[src/rtl/operand_fetch.sv]
// Operand fetch stage: tracks per-register busy bits, stalls on RAW/WAW hazards and issues operands.
// Optional writeback bypass is compiled in when OPFETCH_BYPASS_EN is defined.
module operand_fetch #(
  parameter int DATA_W = 16,
  parameter int ADDR_W = 5
) (
  input  logic              clk,
  input  logic              rst_n,
  input  logic              in_valid,
  output logic              in_ready,
  input  logic [3:0]        in_op,
  input  logic [ADDR_W-1:0] in_rd,
  input  logic [ADDR_W-1:0] in_rs1,
  input  logic [ADDR_W-1:0] in_rs2,
  input  logic              in_wr,
  output logic [ADDR_W-1:0] rf_raddr1,
  output logic [ADDR_W-1:0] rf_raddr2,
  input  logic [DATA_W-1:0] rf_rdata1,
  input  logic [DATA_W-1:0] rf_rdata2,
  input  logic              wb_valid,
  input  logic [ADDR_W-1:0] wb_addr,
  input  logic [DATA_W-1:0] wb_data,
  output logic              out_valid,
  input  logic              out_ready,
  output logic [3:0]        out_op,
  output logic [ADDR_W-1:0] out_rd,
  output logic              out_wr,
  output logic [DATA_W-1:0] out_a,
  output logic [DATA_W-1:0] out_b
);
  localparam int NUM_REGS = 2 ** ADDR_W;

  // Handshake: a transfer happens on a rising edge where valid and ready are both 1;
  // valid never waits on ready, and out_* hold steady while out_valid is 1 and out_ready is 0.

  logic [NUM_REGS-1:0] busyQ;
  logic [NUM_REGS-1:0] busyD;
  logic                outValidQ;
  logic [3:0]          outOpQ;
  logic [ADDR_W-1:0]   outRdQ;
  logic                outWrQ;
  logic [DATA_W-1:0]   outAQ;
  logic [DATA_W-1:0]   outBQ;

  logic              src1Busy;
  logic              src2Busy;
  logic              rdBusy;
  logic              hazard;
  logic              accept;
  logic [DATA_W-1:0] operandA;
  logic [DATA_W-1:0] operandB;

  assign rf_raddr1 = in_rs1;
  assign rf_raddr2 = in_rs2;

`ifdef OPFETCH_BYPASS_EN
  // A source being written back this cycle is taken from the writeback bus instead of waiting.
  logic bypass1;
  logic bypass2;
  assign bypass1  = wb_valid && (wb_addr == in_rs1);
  assign bypass2  = wb_valid && (wb_addr == in_rs2);
  assign src1Busy = busyQ[in_rs1] && !bypass1;
  assign src2Busy = busyQ[in_rs2] && !bypass2;
  assign operandA = bypass1 ? wb_data : rf_rdata1;
  assign operandB = bypass2 ? wb_data : rf_rdata2;
`else
  logic [DATA_W-1:0] unusedWbData;
  assign unusedWbData = wb_data;
  assign src1Busy = busyQ[in_rs1];
  assign src2Busy = busyQ[in_rs2];
  assign operandA = rf_rdata1;
  assign operandB = rf_rdata2;
`endif

  assign rdBusy   = in_wr && busyQ[in_rd];
  assign hazard   = in_valid && (src1Busy || src2Busy || rdBusy);
  assign in_ready = rst_n && !hazard && (!outValidQ || out_ready);
  assign accept   = in_valid && in_ready;

  // Set is applied after clear so a same-edge issue to the written-back register stays busy.
  always_comb begin
    busyD = busyQ;
    if (wb_valid) busyD[wb_addr] = 1'b0;
    if (accept && in_wr) busyD[in_rd] = 1'b1;
  end

  always_ff @(posedge clk or negedge rst_n) begin
    if (!rst_n) busyQ <= '0;
    else        busyQ <= busyD;
  end

  always_ff @(posedge clk or negedge rst_n) begin
    if (!rst_n) begin
      outValidQ <= 1'b0;
      outOpQ    <= '0;
      outRdQ    <= '0;
      outWrQ    <= 1'b0;
      outAQ     <= '0;
      outBQ     <= '0;
    end else if (accept) begin
      outValidQ <= 1'b1;
      outOpQ    <= in_op;
      outRdQ    <= in_rd;
      outWrQ    <= in_wr;
      outAQ     <= operandA;
      outBQ     <= operandB;
    end else if (out_ready) begin
      outValidQ <= 1'b0;
    end
  end

  assign out_valid = outValidQ;
  assign out_op    = outOpQ;
  assign out_rd    = outRdQ;
  assign out_wr    = outWrQ;
  assign out_a     = outAQ;
  assign out_b     = outBQ;
endmodule

[config.mk]
export PLATFORM = sky130hd
export DESIGN_NAME = operand_fetch
export DESIGN_NICKNAME = d
export VERILOG_FILES = /design/src/rtl/operand_fetch.sv
export SDC_FILE = /design/constraint.sdc
export NUM_CORES = 1
export LEC_CHECK = 0
export BUFFER_PORTS_ARGS = -buffer_cell sky130_fd_sc_hd__buf_2
export CAP_MARGIN = 20
export CORE_ASPECT_RATIO = 0.7
export CORE_MARGIN = 2
export CORE_UTILIZATION = 39
export DETAILED_ROUTE_END_ITERATION = 6
export PLACE_DENSITY = 0.65
export RECOVER_POWER = 50
export SETUP_SLACK_MARGIN = 0.15
export SYNTH_ARGS = -nofsm -noshare
export SYNTH_HDL_FRONTEND = slang
export SYNTH_SLANG_ARGS = --single-unit
[constraint.sdc]
create_clock -name clk -period 2.1 [get_ports clk]
set_input_delay 0.315 -clock clk [delete_from_list [all_inputs] [get_ports clk]]
set_output_delay 0.315 -clock clk [all_outputs]
set_load 0.01 [all_outputs]
==> results of run 1 <==
[through the flow]
stage / total power (W) / area [um^2] / util, % / hold WS, ns / setup slack, ns
3_5_place_dp: 0.00330 / 5090 / 48.9 / 0.491 / -0.421
6_report: 0.00489 / 5700 / 54.8 / 0.200 / -0.428
2_1_floorplan: 0.00272 / 4240 / - / 0.0194 / -0.0926
4_1_cts: 0.00484 / 5440 / 52.3 / 0.192 / -0.419
5_1_grt: 0.00510 / 5700 / 54.8 / 0.195 / -0.489
3_3_place_gp: 0.00327 / 5090 / 48.9 / 0.483 / -0.355
[placed cells by master (no fill, tap or decap), types with 7 or more instances in the layout]
cell       instances
buf_2            108
nand3b_1          10
nand2b_1           8
clkbuf_16         11
mux4_2             8
buf_4             44
dfrtp_1           74
nand3_1           12
nand2_1            9
mux2_4            39
o21ai_0           32
o31ai_2           25
clkbuf_1           7
mux2i_1           32
[power by group]
part           switching (W)  internal (W)
clock               0.000689      0.000833
sequential          0.000200       0.00175
combinational       0.000651      0.000775
[worst max-delay path: stages, from the launching register on]
cell      delay [ns]
dfrtp_1         0.45
mux4_2          0.51
nand2b_1        0.16
nand4b_1        0.11
and4_4          0.25
o211ai_1        0.12
a21oi_2         0.13
buf_2           0.14
[logic make-up (layout without fill, tap and decap cells)]
logic type      after synthesis  after routing  share of synthesized area, %
compound gates               86             86                          13.9
buf+inv                      32            186                          5.34
flops                        75             75                          44.7
mux                          82             82                          26.7
simple gates                 64             64                          9.39
[worst max-delay path by stage]
stage | start | to | slack (ns) | cells past startpoint
global route | busyQ[2]$_DFF_PN0_ | in_ready | -0.49 | 7
global placement | in_rd[2] | out_b[1]$_DFFE_PN0P_ | -0.36 | 8
floorplan | in_rd[1] | out_a[0]$_DFFE_PN0P_ | -0.09 | 8
detailed placement | in_rd[2] | busyQ[1]$_DFF_PN0_ | -0.42 | 8
finish | busyQ[26]$_DFF_PN0_ | in_ready | -0.43 | 7
CTS | busyQ[6]$_DFF_PN0_ | in_ready | -0.42 | 7
[routing by layer]
metal | vias to the layer above | share of wire [%]
met5 | - | 0
met4 | 0 | 1.1
met3 | 19 | 8.1
met2 | 153 | 43
met1 | 1741 | 48
li1 | 1576 | -
[registers in the layout (all words and copies together), names as in the netlist]
| register | flops |
|---|---|
| out_op | 4 |
| out_b | 16 |
| out_valid | 1 |
| out_rd | 5 |
| out_a | 16 |
| out_wr | 1 |
| busyQ | 32 |
[area by class of cell]
type | count | area [um^2] | area share [%]
Clock inverter | 7 | 70.1 | 1.23
Tap cell | 132 | 165 | 2.90
Timing Repair Buffer | 168 | 1050 | 18.4
Sequential cell | 75 | 1880 | 33.0
Multi-Input combinational cell | 232 | 2310 | 40.5
Clock buffer | 9 | 225 | 3.95
Inverter | 2 | 7.51 | 0.132
[repair_timing]
action,in CTS,in global routing
buffers inserted,4,3
cloned,0,3
gates resized for setup,5,35
pin swaps,1,3
endpoints found under the setup margin,76,76
==> flow_metrics.py, run 1 <==
metrics = {
    "place": {
        "dp_cells": 599,
        "gp_congestion": 0.881,
        "dp_hpwl_mm": 9.20,
        "portBuffers": 115,
    },
    "critical_path": {
        "critPathLaunchType": "flip-flop",
        "critical_path_class": "reg -> out",
        "crit_arrival_ns": 2.21,
        "worst-endpoint-required_ns": 1.78,
        "r2r_end": "out_b[4]$_DFFE_PN0P_",
        "critPathMaxFanout": 4,
        "r2r-start": "busyQ[4]$_DFF_PN0_",
        "crit_path_end_kind": "primary output",
        "r2r_slack_ns": -0.36,
        "r2r_cells": 8,
    },
    "grt": {
        "grt_use_met1_pct": 33.2,
        "gr-total-overflow": 0,
        "grt_max_degree": 76,
        "grt_first_pass_wirelength_mm": 19.0,
        "use_met2_pct": 29.2,
        "grt_use_met3_pct": 5.63,
        "grtUsageTotal_pct": 21.2,
        "busiest_layer": "met1",
        "grt_pass1_vias": 3392,
        "antenna_found_initial": 0,
    },
    "timing": {
        "fin_crit_sh_pct": 120,
        "worstMarginPinSlew_ns": 1.85,
        "rsz0062_at_grt": "true",
        "setup_viol": 76,
        "fin_tns_setup_ns": -22.92,
        "relSlewSlack_pct": -23.6,
        "hold_viol": 0,
        "period_needed_ns": 2.53,
        "clock_skew_ns": 0.00893,
        "slew_violations": 76,
        "setup_ws_ns": -0.428,
        "fmax_ghz": 0.396,
    },
    "cells_and_area": {
        "fill_cells": 920,
        "final_cells": 625,
        "final_nets": 566,
        "syn_to_final_growth_pct": 35.8,
        "drive_above_1_share_pct": 54.8,
        "antenna_cells": 0,
    },
    "floorplan": {
        "coreArea_mm2": 0.0104,
        "die_height_um": 90.8,
        "rows": 31,
        "num_io_pins": 132,
        "die_w_um": 128,
        "die_area_mm2": 0.0116,
        "start_util_pct": 40.4,
    },
    "clocking": {
        "clk-insertion-delay-late_ns": 0.34,
        "path_clk_slew_ns": 0.07,
        "holdBufCountCts": 0,
        "clkSinkCount": 75,
        "cts_tree": "built",
        "cts_root_buffer": "clkbuf_16",
        "cts_htree_levels": 3,
        "cts_buffers": 9,
        "clock_path_buffers": 2,
    },
    "min_path": {
        "hp-class": "in -> reg",
        "min_path_cells": 2,
        "worstHoldEndpoint": "out_b[6]$_DFFE_PN0P_",
        "worstHoldStart": "rf_rdata2[6]",
    },
    "routing": {
        "totalWireLength_mm": 12.8,
        "drt_iter0_drc": 354,
        "wire_per_inst_um": 20.5,
        "drt-pass1-iter-count": 5,
        "remaining_drc_errors": 0,
        "dr_total_vias": 3489,
        "vias_per_cell": 5.58,
        "detail-route-antenna-nets": 0,
    },
    "synthesis": {
        "synth_edf_count": 0,
        "synth-seq-cells": 75,
        "netlist_top_cells_area": "dfrtp_1, mux2_4, mux2i_1",
        "syn_area_per_cell_um2": 12.4,
        "synthFlopType": "dfrtp_1",
        "async_flop_share_pct": 100,
        "synth_common_cells": "dfrtp_1, mux2_4, mux2i_1",
        "yosysTopAreaCell": "dfrtp_1",
        "ys_warn_count": 0,
        "yosysMostFrequentCell": "dfrtp_1",
        "syn-num-nets": 417,
        "ys_types": 40,
        "synthCells": 339,
        "yosys.area.top_type_share_pct": 44.7,
        "netlist_area_mm2": 0.00420,
        "ys_seq_area_share_pct": 44.7,
    },
    "run_status": {
        "violations": "capacitance limit, slew limit, setup timing",
        "outcome": "finished, violations left",
    },
    "power": {
        "peakVddDrop_mv": 0.511,
        "power_density_mw_per_mm2": 859,
        "leakage_nw": 2.73,
    },
    "run": {
        "cap_violations": 1,
    },
}
No activity file was read; power rests on OpenSTA's default activity.
==> run 2, diff against run 1 <==
--- a/config.mk
+++ b/config.mk
@@ -5,6 +5,7 @@
 export SDC_FILE = /design/constraint.sdc
 export NUM_CORES = 1
 export LEC_CHECK = 0
+export ABC_AREA = 1
 export BUFFER_PORTS_ARGS = -buffer_cell sky130_fd_sc_hd__buf_2
 export CAP_MARGIN = 20
 export CORE_ASPECT_RATIO = 0.7
==> flow_metrics.py, run 2 <==
metrics = {
    "synthesis": {
        "synthFlopType": "dfrtp_1",
        "synth_common_cells": "nand2_1, nand3_1, dfrtp_1",
        "ys_warn_count": 0,
        "synth_edf_count": 0,
        "netlist_top_cells_area": "dfrtp_1, nand2_1, nand3_1",
        "netlist_area_mm2": 0.00435,
        "synth-seq-cells": 75,
        "ys_seq_area_share_pct": 43.1,
        "yosys.area.top_type_share_pct": 43.1,
        "syn-num-nets": 731,
        "yosysTopAreaCell": "dfrtp_1",
        "synthCells": 653,
        "ys_types": 20,
        "yosysMostFrequentCell": "nand2_1",
        "syn_area_per_cell_um2": 6.67,
        "async_flop_share_pct": 100,
    },
    "run_status": {
        "outcome": "finished, violations left",
        "violations": "capacitance limit, slew limit, setup timing",
    },
    "place": {
        "gp_congestion": 0.913,
        "pre_cts_slack_ns": -0.127,
        "place_area_mm2": 0.00504,
        "dp_hpwl_mm": 9.76,
        "portBuffers": 115,
        "dp_cells": 896,
    },
    "grt": {
        "antenna_found_initial": 0,
        "grt_pass1_vias": 4185,
        "grt_max_degree": 76,
        "grtUsageTotal_pct": 22.8,
        "grt_first_pass_wirelength_mm": 21.5,
        "gr-total-overflow": 0,
    },
    "cells_and_area": {
        "top_register": "busyQ",
        "fill_cells": 1089,
        "final_cell_mix": "nand2_1, buf_2, nand3_1, dfrtp_1, inv_1",
        "regArea_mm2": 0.00188,
        "final_cells": 935,
        "largest_reg_flops": 32,
        "fin_area_mm2": 0.00577,
        "multiInputGateArea_mm2": 0.00214,
        "final_common_cell": "nand2_1",
        "final_nets": 855,
        "antenna_cells": 0,
        "drive_above_1_share_pct": 24.3,
        "syn_to_final_growth_pct": 32.6,
    },
    "routing": {
        "remaining_drc_errors": 0,
        "vias_per_cell": 5.10,
        "totalWireLength_mm": 14.9,
        "detail-route-antenna-nets": 0,
        "drt-pass1-iter-count": 5,
        "drt_iter0_drc": 610,
        "dr_total_vias": 4772,
        "wire_per_inst_um": 15.9,
    },
    "floorplan": {
        "die_w_um": 130,
        "num_io_pins": 132,
        "coreArea_mm2": 0.0109,
        "start_util_pct": 39.8,
        "die_area_mm2": 0.0120,
        "rows": 32,
        "die_height_um": 92.4,
    },
    "timing": {
        "rsz0062_at_grt": "true",
        "fin_crit_sh_pct": 102,
        "relSlewSlack_pct": -13.7,
        "fmax_ghz": 0.467,
        "setup_viol": 10,
        "hold_viol": 0,
        "period_needed_ns": 2.14,
        "hold_ws_ns": 0.173,
        "slew_violations": 76,
        "clock_skew_ns": 0.00572,
        "setup_ws_ns": -0.0435,
        "worstMarginPinSlew_ns": 1.71,
    },
    "clocking": {
        "clock_path_buffers": 2,
        "cts_root_buffer": "clkbuf_16",
        "cts_tree": "built",
        "path_clk_slew_ns": 0.06,
        "clk-insertion-delay-late_ns": 0.33,
        "clkSinkCount": 75,
        "holdBufCountCts": 0,
        "cts_buffers": 9,
        "cts_htree_levels": 3,
    },
    "critical_path": {
        "cpMostUsedCell": "nand2_1",
        "path_cells": "buf_4 > nand2_1 > nand3_1 > nand3_1 > nand2_1 > nand2_1 > nand3b_1 > nand2_1 > nand3_4 > a21oi_2 > buf_2",
        "path_delay_family": "simple AND/OR/NAND/NOR gates",
        "slowest_stage": "dfrtp_1",
        "slowest_delay_ns": 0.44,
        "worst-path-buf-inv": 2,
        "crit_path_end_kind": "primary output",
        "critical_path_class": "reg -> out",
        "critPathMaxFanout": 3,
        "crit_arrival_ns": 1.83,
        "critPathLaunchType": "flip-flop",
        "worst-endpoint-required_ns": 1.78,
    },
    "power": {
        "leakage_nw": 3.08,
        "peakVddDrop_mv": 0.550,
        "power_density_mw_per_mm2": 781,
    },
    "min_path": {
        "hp-class": "in -> reg",
    },
    "run": {
        "cap_violations": 1,
    },
}
-- run 2: cell types whose count changed after synthesis, moves of 12 or more --
cell     previous run  this run
nand2_1             9       286
nand3_1            12        95
inv_1               2        49
mux2_4             39         0
mux2i_1            33         0
nor2_1              5        37
o31ai_1            31         0
o21ai_0            32        44
-- run 2: worst register-to-register path, stage by stage, from the launching register on --
cell and delay [ns]:
dfrtp_1 0.44, buf_4 0.16, nand2_1 0.05, nand3_1 0.08
nand3_1 0.08, nand2_1 0.06, nand2_1 0.05, nand3b_1 0.07
nand2_1 0.13, nand3_4 0.10, buf_4 0.15, nor3_4 0.17
buf_4 0.16, buf_8 0.12, clkbuf_16 0.15, nand2_1 0.05
nand2_1 0.07
-- run 2: per-stage QoR --
stage                     TNS [ns]  utilization (%)  total power [W]
after global placement       -2.21             46.1          0.00290
after CTS                        0             49.0          0.00443
final                       -0.146             52.8          0.00451
after global routing         -7.78             52.8          0.00474
after detailed placement     -4.97             46.1          0.00293
after floorplan                  0                -          0.00244
-- run 2: layer usage --
layer / share of wire, % / wire length, um / up-vias / track usage, %
met5: 0 / 0 / - / 0
met4: 1.0 / 154 / 0 / 5.56
met3: 8.7 / 1290 / 13 / 3.93
met2: 44 / 6540 / 231 / 33.2
met1: 46 / 6870 / 2223 / 34.9
li1: - / - / 2305 / -
-- run 2: worst paths after layout --
kind                                       startpoint                    end  slack [ns]  cells past startpoint
worst max-delay path               busyQ[3]$_DFF_PN0_               in_ready       -0.04                     11
worst min-delay path                    rf_rdata2[15]  out_b[15]$_DFFE_PN0P_        0.17                      3
worst max register to register     busyQ[3]$_DFF_PN0_   out_a[4]$_DFFE_PN0P_       -0.03                     16
worst min register to register  out_b[11]$_DFFE_PN0P_  out_b[11]$_DFFE_PN0P_        0.47                      2
max in group asynchronous                       rst_n     busyQ[2]$_DFF_PN0_        0.41                      2
min in group asynchronous                       rst_n    busyQ[30]$_DFF_PN0_        0.55                      2
-- run 2: cells by family (layout without fill, tap and decap cells) --
logic type	count (synthesis)	after routing	share of synthesized area (%)
DFF	75	75	43.1
buffers and inverters	91	220	9.66
and+or+nand+nor	433	433	41.0
AOI/OAI and AO/OA	54	54	6.21
-- run 2: layout make-up --
| class | instances | area share (%) |
|---|---|---|
| clock inverters | 7 | 1.04 |
| clock buffers | 9 | 3.90 |
| flip-flops and latches | 75 | 32.5 |
| inverters | 52 | 3.38 |
| multi-input cells | 487 | 37.1 |
| repair buffers | 152 | 18.7 |
| well taps | 153 | 3.32 |
-- run 2: timing repair --
item	in CTS	in global routing
pin swaps	3	11
gates resized for setup	8	34
buffers inserted	2	9
gates cloned	0	12
setup endpoints to repair	1	76
-- run 2: report_power, final --
| group | leakage (nW) | internal (W) | switching [W] |
|---|---|---|---|
| clock network | 0.131 | 0.000818 | 0.000657 |
| logic | 1.97 | 0.000470 | 0.000680 |
| registers | 0.980 | 0.00171 | 0.000173 |
==> run 3, diff against run 2 <==
--- a/config.mk
+++ b/config.mk
@@ -6,7 +6,7 @@
 export NUM_CORES = 1
 export LEC_CHECK = 0
 export ABC_AREA = 1
-export BUFFER_PORTS_ARGS = -buffer_cell sky130_fd_sc_hd__buf_2
+export BUFFER_PORTS_ARGS = -buffer_cell sky130_fd_sc_hd__buf_4
 export CAP_MARGIN = 20
 export CORE_ASPECT_RATIO = 0.7
 export CORE_MARGIN = 2
==> flow_metrics.py, run 3 (synthesis gave the netlist of run 2 again) <==
metrics = {
    "place": {
        "gp_congestion": 0.924,
        "portBuffers": 115,
        "dp_cells": 894,
        "dp_hpwl_mm": 9.80,
    },
    "floorplan": {
        "num_io_pins": 132,
        "die_height_um": 92.4,
        "coreArea_mm2": 0.0109,
        "rows": 32,
        "die_area_mm2": 0.0120,
        "die_w_um": 130,
        "start_util_pct": 39.8,
    },
    "critical_path": {
        "crit_end": "in_ready",
        "startpoint": "busyQ[16]$_DFF_PN0_",
        "crit_path_end_kind": "primary output",
        "critical_path_class": "reg -> out",
        "critPathLaunchType": "flip-flop",
        "r2r_cells": 16,
        "r2r_end": "out_a[6]$_DFFE_PN0P_",
        "worst-endpoint-required_ns": 1.78,
        "crit_arrival_ns": 1.83,
        "r2r_slack_ns": 0.02,
        "critPathMaxFanout": 3,
        "r2r-start": "busyQ[16]$_DFF_PN0_",
    },
    "run_status": {
        "outcome": "finished, violations left",
        "violations": "capacitance limit, slew limit, setup timing",
    },
    "routing": {
        "drt-pass1-iter-count": 5,
        "detail-route-antenna-nets": 0,
        "remaining_drc_errors": 0,
        "totalWireLength_mm": 15.6,
        "dr_total_vias": 4879,
        "vias_per_cell": 5.25,
        "drt_iter0_drc": 677,
        "wire_per_inst_um": 16.8,
    },
    "clocking": {
        "clock_path_buffers": 2,
        "cts_root_buffer": "clkbuf_16",
        "clk-insertion-delay-late_ns": 0.34,
        "path_clk_slew_ns": 0.06,
        "cts_htree_levels": 3,
        "cts_buffers": 9,
        "cts_tree": "built",
        "clkSinkCount": 75,
    },
    "cells_and_area": {
        "final_common_cell": "nand2_1",
        "final_cell_mix": "nand2_1, buf_4, dfrtp_1, nand3_1, inv_1",
        "final_util_pct": 57.8,
        "top_register": "busyQ",
        "fill_cells": 1000,
        "drive_above_1_share_pct": 33.5,
        "syn_to_final_growth_pct": 45.1,
        "antenna_cells": 0,
        "largest_reg_flops": 32,
        "final_nets": 849,
        "final_cells": 929,
    },
    "timing": {
        "setup_ws_ns": -0.0497,
        "hold_viol": 0,
        "worstMarginPinSlew_ns": 1.71,
        "period_needed_ns": 2.15,
        "rsz0062_at_grt": "true",
        "slew_violations": 76,
        "fin_crit_sh_pct": 102,
        "relSlewSlack_pct": -14.1,
        "hold_ws_ns": 0.144,
        "fmax_ghz": 0.465,
        "fin_tns_setup_ns": -0.0497,
        "setup_viol": 1,
        "clock_skew_ns": 0.00731,
    },
    "grt": {
        "grt_pass1_vias": 4151,
        "grt_max_degree": 76,
        "gr-total-overflow": 0,
        "grt_first_pass_wirelength_mm": 21.8,
        "grtUsageTotal_pct": 23.3,
        "antenna_found_initial": 0,
    },
    "min_path": {
        "hp-class": "in -> reg",
        "min_path_cells": 2,
    },
    "power": {
        "finalPower_w": 0.00485,
        "leakage_nw": 3.18,
        "peakVddDrop_mv": 0.476,
        "power_density_mw_per_mm2": 768,
    },
    "run": {
        "cap_violations": 1,
    },
}
-- run 3: worst min-delay path by stage --
| stage | startpoint | to |
|---|---|---|
| after global routing | out_ready | out_valid$_DFFE_PN0P_ |
| after CTS | out_ready | out_valid$_DFFE_PN0P_ |
| final | out_ready | out_valid$_DFFE_PN0P_ |
| after floorplan | rst_n | busyQ[0]$_DFF_PN0_ |
| after global placement | out_a[5]$_DFFE_PN0P_ | out_a[5]$_DFFE_PN0P_ |
| after detailed placement | out_b[1]$_DFFE_PN0P_ | out_b[1]$_DFFE_PN0P_ |
-- run 3: layer usage --
layer	GRT usage [%]	share of wire, %	vias to the layer above
met3	5.55	11	26
met5	0	0	-
met2	32.3	43	281
met4	5.38	1.8	0
li1	-	-	2298
met1	36.4	44	2274
-- run 3: through the flow --
step	instance area, um^2	worst slack, ns
2_1_floorplan	4350	0.247
3_3_place_gp	5300	-0.0436
3_5_place_dp	5300	-0.102
4_1_cts	5600	-0.0582
5_1_grt	6320	-0.158
6_report	6320	-0.0497
-- run 3: layout make-up --
cell class / count / area, um^2 / area share [%]
well taps: 153 / 191 / 3.03
multi-input cells: 487 / 2450 / 38.8
clock buffers: 9 / 225 / 3.57
inverters: 52 / 195 / 3.09
flip-flops and latches: 75 / 1880 / 29.8
clock inverters: 7 / 58.8 / 0.931
repair buffers: 146 / 1320 / 20.8
-- run 3: where the power goes --
group	total, W	internal [W]	switching (W)	leakage (nW)
Sequential	0.00196	0.00171	0.000249	0.976
Clock	0.00149	0.000819	0.000667	0.138
Combinational	0.00141	0.000685	0.000725	2.07
Total	0.00485	0.00321	0.00164	3.18
-- run 3: repair_timing --
| item | CTS | global route |
|---|---|---|
| pin swaps | 2 | 63 |
| hold buffers | 0 | 0 |
| resized for setup | 6 | 124 |
| setup endpoints to repair | 34 | 76 |
| setup buffers | 0 | 5 |
| hold endpoints to repair | 0 | 0 |
| cloned | 0 | 14 |
-- run 3: critical path: stages (launching register included) --
cell,delay [ns]
dfrtp_1,0.45
inv_1,0.10
o21ai_1,0.06
nand2_1,0.06
nand2_1,0.06
nand2_1,0.06
nand2_1,0.05
nor2_1,0.10
nand2_1,0.07
nand2_2,0.11
nand3_4,0.10
a21oi_2,0.13
buf_4,0.14
